`src/rtl/schb_params.sv`:
```
// Shared constants and FSM state encoding for the Scabbard
// 64-coefficient product reduction stage.
package schb_params;

   localparam int N      = 64;
   localparam int ADDR_W = 7;
   localparam int DATA_W = 16;
   localparam int Q      = 13;
   localparam int IDX_W  = $clog2(N);

   typedef enum logic [1:0] {
      IDLE  = 2'd0,
      RD_LO = 2'd1,
      RD_HI = 2'd2,
      DRAIN = 2'd3
   } state_t;

endpackage

```
`src/rtl/poly_coef_round.sv`:
```
// Negacyclic fold of one coefficient pair: out = round((lo - hi) mod 2^Q).
// Ports: lo, hi (Q-bit operands) -> out (Q-SHIFT bit rounded result).
module poly_coef_round #(
   parameter int Q     = 13,
   parameter int SHIFT = 0
) (
   input  logic [Q-1:0]       lo,
   input  logic [Q-1:0]       hi,
   output logic [Q-SHIFT-1:0] out
);

   logic [Q-1:0] r;

   assign r = lo - hi;

   generate
      if (SHIFT == 0) begin : g_plain
         assign out = r;
      end else begin : g_round
         logic [Q-1:0] t;
         // Half-LSB bias wraps mod 2^Q before the shift.
         assign t   = r + Q'(1 << (SHIFT - 1));
         assign out = (Q-SHIFT)'(t >> SHIFT);
      end
   endgenerate

endmodule

```
`src/rtl/poly_reduce_schb_64.sv`:
```
// Sweeps the 128-word product memory after multiply, folds c[i]-c[i+64]
// and streams reduced coefficients out over a valid/ready port.
// Ports: clk/resetn; start; mul_addr/mul_rdata/mul_clres memory-op port;
// busy; out_data/out_index/out_last/out_valid/out_ready stream; done pulse.
module poly_reduce_schb_64
   import schb_params::*;
#(
   parameter int SHIFT       = 0,
   parameter bit CLEAR_AFTER = 1'b1
) (
   input  logic               clk,
   input  logic               resetn,
   input  logic               start,
   output logic [ADDR_W-1:0]  mul_addr,
   input  logic [DATA_W-1:0]  mul_rdata,
   output logic               mul_clres,
   output logic               busy,
   output logic [Q-SHIFT-1:0] out_data,
   output logic [IDX_W-1:0]   out_index,
   output logic               out_valid,
   input  logic               out_ready,
   output logic               out_last,
   output logic               done
);

   state_t             state;
   state_t             state_nxt;
   logic [IDX_W-1:0]   idx;
   logic [Q-1:0]       lo;
   logic [Q-SHIFT-1:0] coef;
   logic               slot_free;
   logic               accept;
   logic               advance;
   logic               idx_last;
   logic               unused_hi_bits;

   assign slot_free = !out_valid || out_ready;
   assign accept    = out_valid && out_ready;
   assign advance   = (state == RD_HI) && slot_free;
   assign idx_last  = (idx == IDX_W'(N - 1));
   assign busy      = (state != IDLE);

   // Only the low Q bits of a product word carry the coefficient.
   assign unused_hi_bits = ^mul_rdata[DATA_W-1:Q];

   poly_coef_round #(
      .Q     (Q),
      .SHIFT (SHIFT)
   ) u_round (
      .lo  (lo),
      .hi  (mul_rdata[Q-1:0]),
      .out (coef)
   );

   always_comb begin
      state_nxt = state;
      mul_addr  = '0;
      mul_clres = 1'b0;
      unique case (state)
         IDLE: begin
            if (start) state_nxt = RD_LO;
         end
         RD_LO: begin
            mul_addr  = ADDR_W'(idx);
            mul_clres = CLEAR_AFTER;
            state_nxt = RD_HI;
         end
         RD_HI: begin
            mul_addr = ADDR_W'(idx) + ADDR_W'(N);
            // The high word is cleared only in the cycle it is consumed.
            if (slot_free) begin
               mul_clres = CLEAR_AFTER;
               state_nxt = idx_last ? DRAIN : RD_LO;
            end
         end
         DRAIN: begin
            if (accept && out_last) state_nxt = IDLE;
         end
         default: state_nxt = IDLE;
      endcase
   end

   always_ff @(posedge clk or negedge resetn) begin
      if (!resetn) begin
         state     <= IDLE;
         idx       <= '0;
         lo        <= '0;
         out_data  <= '0;
         out_index <= '0;
         out_valid <= 1'b0;
         out_last  <= 1'b0;
         done      <= 1'b0;
      end else begin
         state <= state_nxt;
         done  <= 1'b0;
         case (state)
            IDLE:    if (start) idx <= '0;
            RD_LO:   lo <= mul_rdata[Q-1:0];
            RD_HI:   if (slot_free) idx <= idx + 1'b1;
            DRAIN:   if (accept && out_last) done <= 1'b1;
            default: ;
         endcase
         if (advance) begin
            out_valid <= 1'b1;
            out_data  <= coef;
            out_index <= idx;
            out_last  <= idx_last;
         end else if (accept) begin
            out_valid <= 1'b0;
         end
      end
   end

endmodule

```
`config.mk`:
```
export PLATFORM = sky130hd
export DESIGN_NAME = poly_reduce_schb_64
export DESIGN_NICKNAME = d
export VERILOG_FILES = /design/src/rtl/schb_params.sv /design/src/rtl/poly_coef_round.sv /design/src/rtl/poly_reduce_schb_64.sv
export SDC_FILE = /design/constraint.sdc
export NUM_CORES = 1
export LEC_CHECK = 0
export ABC_AREA = 1
export CORE_MARGIN = 2
export CORE_UTILIZATION = 56
export CTS_CLUSTER_DIAMETER = 80
export DETAILED_ROUTE_END_ITERATION = 10
export PLACE_DENSITY = 0.85
export SYNTH_ARGS = -nofsm -noshare
export SYNTH_HDL_FRONTEND = slang
export SYNTH_SLANG_ARGS = --single-unit
```
`constraint.sdc`:
```
create_clock -name clk -period 2.6 [get_ports clk]
set_input_delay 0.26 -clock clk [delete_from_list [all_inputs] [get_ports clk]]
set_output_delay 0.26 -clock clk [all_outputs]
set_load 0.01 [all_outputs]
```
==> impl_metrics.json, run 1 <==
{
  "outcome": "finished, final reports clean",
  "rsz0062_at_grt": "no",
  "multi_input_area_sq_mm": 0.00129,
  "period_minus_slack_ns": 2.34,
  "postLayoutSetupSlackWorst_ns": 0.261,
  "nets": 437,
  "cts_tree": "built",
  "seq_area_sq_mm": 0.00108,
  "setup_tns_ns": 0,
  "grt_max_degree": 44,
  "slowest_delay_ns": 0.49,
  "boundaryPins": 51,
  "clkTransAtPathRegs_ns": 0.08,
  "synthToLayoutAreaGrowth_pct": 23.6,
  "synth_nets": 386,
  "cp_slowest_cell": "clkdlybuf4s50_1",
  "n_fill_cell": 365,
  "p_leak_nw": 1.67,
  "clk_path_buf_depth": 2,
  "rr_startpoint": "lo[0]",
  "fp-row-count": 24,
  "die_area_sq_mm": 0.00523,
  "clk_latency_ns": 0.29,
  "critPathBufInv": 2,
  "gp_congestion": 0.849,
  "synth_warnings": 0,
  "max_slew_margin_pct": 37.4,
  "p_comb_share_pct": 57.7,
  "wl_per_cell_um": 11.8,
  "synth_edf_count": 0,
  "grt-ovfl-total": 0,
  "worst-path-stages": 5,
  "grt_util_all_layers_pct": 23.2,
  "cp_cell_sequence": "inv_1, ha_1, o21ai_1, nor2_1, clkdlybuf4s50_1",
  "ctsHtreeMaxLevel": 2,
  "core_sq_mm": 0.00441,
  "switching_share_pct": 43.5,
  "ys_types": 32,
  "max_freq_mhz": 427,
  "cp-endpoint": "mul_addr[3]",
  "drv_cap": 0,
  "critPathMaxFanout": 6,
  "cts_sinks": 43,
  "crit_family": "buffers and inverters",
  "antenna_found_initial": 0,
  "r2r_slack_ns": 0.72,
  "finalSetupViolCount": 0,
  "hpwl_mm": 4.11,
  "initial_utilization_pct": 59.2,
  "grt_pass1_wl_mm": 9.54,
  "clockPowerShare_pct": 11.8,
  "worstMarginPinSlew_ns": 0.939,
  "period_share_pct": 90.0,
  "p_int_mw": 1.99,
  "pwr_density_cell_mw_per_mm2": 1090,
  "syn-cell-area_sq_mm": 0.00261,
  "synth_seq_cells": 43,
  "drv_slew": 0,
  "root_buffer": "clkbuf_8",
  "crit_required_ns": 2.34,
  "startpoint": "state[0]",
  "r2r_end": "out_data[8]",
  "vias_per_cell": 5.18,
  "path_class": "reg2out",
  "hp-class": "in2async",
  "startpoint_type": "flop",
  "ant_nets": 0,
  "die_w_um": 72.3,
  "first_global_vias": 2224,
  "end_kind": "primary output",
  "synth_cells": 347,
  "dpl_worst_slack_ns": 0.387,
  "via_count": 2334,
  "cts_made_buffers": 5,
  "worst-r2r-cell-count": 11,
  "hold_buffers": 0,
  "ys.flop_type": "dfrtp_1",
  "seq_area_frac_synth_pct": 41.2,
  "drt_iter0_drc": 121,
  "drc": 0,
  "diodes": 0,
  "peakVddDrop_mv": 0.523,
  "hold_viol_final": 0,
  "p_switching_mw": 1.53,
  "port_buffers": 47,
  "synth_area_per_cell_sq_um": 7.53,
  "detail_route.wirelength_mm": 5.32,
  "final_layout_size_suffix_gt1_share_pct": 6.77,
  "synthArstFlopShare_pct": 100,
  "crit_arrival_ns": 2.08,
  "fin_skew_ns": 0.00353,
  "power_frac_seq_pct": 30.5,
  "dieHeight_um": 72.3,
  "drt_pass1_iterations": 4
}
[registers in the layout, summed over array words and instances (netlist names)]
signal	cells
lo	13
out_data	13
idx	6
out_index	6
state	2
done	1
out_last	1
out_valid	1
[Yosys cell counts (all sizes together) (3+ instances only)]
master | count | area [sq um]
ha | 18 | 225
nor3 | 4 | 25.0
nand3 | 27 | 145
inv | 58 | 218
buf | 4 | 18.8
nand2 | 103 | 409
clkbuf | 3 | 11.3
o21ai | 18 | 90.1
dfrtp | 43 | 1080
nand4 | 7 | 43.8
nor2 | 29 | 111
a21oi | 18 | 93.8
[cell type report]
type	instances	area share, %
Tap cell	52	2.02
Clock inverter	2	0.388
Clock buffer	6	2.25
Timing Repair Buffer	51	15.4
Sequential cell	43	33.3
Multi-Input combinational cell	239	39.9
Inverter	58	6.75
[placed cells by master, fill, tap and decap left out, drive strengths merged, types with 4 or more instances in the layout]
| cell | synthesis | routed |
|---|---|---|
| nor2 | 29 | 29 |
| dfrtp | 43 | 43 |
| buf | 4 | 5 |
| o21ai | 18 | 18 |
| nor3 | 4 | 4 |
| ha | 18 | 18 |
| nand3 | 27 | 27 |
| clkbuf | 3 | 6 |
| a21oi | 18 | 18 |
| nand2 | 103 | 103 |
| clkdlybuf4s50 | 0 | 46 |
| nand4 | 7 | 7 |
| inv | 58 | 58 |
[cells by family after synthesis]
| family | count (synthesis) | share of synthesized area (%) |
|---|---|---|
| DFF | 43 | 41.2 |
| and+or+nand+nor | 174 | 29.1 |
| xor gates and xnor gates | 4 | 1.34 |
| buffers and inverters | 65 | 9.49 |
| adders and majority gates | 19 | 9.39 |
| muxes | 1 | 0.431 |
| AOI/OAI and AO/OA | 41 | 9.06 |
[power groups by stage]
stage	sequential, mW	clock, mW	combinational (mW)
final	1.07	0.413	2.03
after global routing	1.11	0.455	2.30
after CTS	1.08	0.428	2.04
after detailed placement	1.09	0	2.03
after global placement	1.08	0	1.96
after floorplan	1.12	0	1.31
[worst min-delay path by stage]
| stage | start | endpoint | slack, ns |
|---|---|---|---|
| 5_1_grt | resetn | out_data[3] | 0.20 |
| 6_report | resetn | lo[0] | 0.11 |
| 3_3_place_gp | resetn | lo[0] | 0.46 |
| 2_1_floorplan | resetn | done | -0.04 |
| 4_1_cts | resetn | lo[3] | 0.15 |
| 3_5_place_dp | resetn | lo[0] | 0.46 |
[per-stage QoR]
| step | cells | utilization, % | instance area [sq um] | hold slack (ns) | total power [mW] |
|---|---|---|---|---|---|
| floorplan | 347 | - | 2610 | -0.0356 | 2.43 |
| global placement | 443 | 71.2 | 3140 | 0.457 | 3.04 |
| detailed placement | 443 | 71.2 | 3140 | 0.463 | 3.11 |
| CTS | 451 | 73.1 | 3230 | 0.145 | 3.55 |
| global route | 451 | 73.1 | 3230 | 0.201 | 3.87 |
| finish | 451 | 73.1 | 3230 | 0.105 | 3.52 |
[per-layer routing]
metal,track usage [%],part of all wire [%],up-vias
met1,29.0,45,1072
met3,3.75,4.3,9
li1,-,-,1196
met4,7.55,1.6,0
met5,0,0,-
met2,41.0,49,57
[timing repair]
| item | CTS | global route |
|---|---|---|
| endpoints found under the setup margin | 0 | 6 |
| setup buffers | 0 | 0 |
| gates resized for setup | 0 | 1 |
Power figures use the tool's default switching activity.
==> run 2: changes to the inputs <==
--- a/config.mk
+++ b/config.mk
@@ -11,6 +11,7 @@
 export CTS_CLUSTER_DIAMETER = 80
 export DETAILED_ROUTE_END_ITERATION = 10
 export PLACE_DENSITY = 0.85
+export SKIP_LAST_GASP = 1
 export SYNTH_ARGS = -nofsm -noshare
 export SYNTH_HDL_FRONTEND = slang
 export SYNTH_SLANG_ARGS = --single-unit
==> results of run 2 <==
The final DEF is identical to that of run 1; final timing and power are the same.
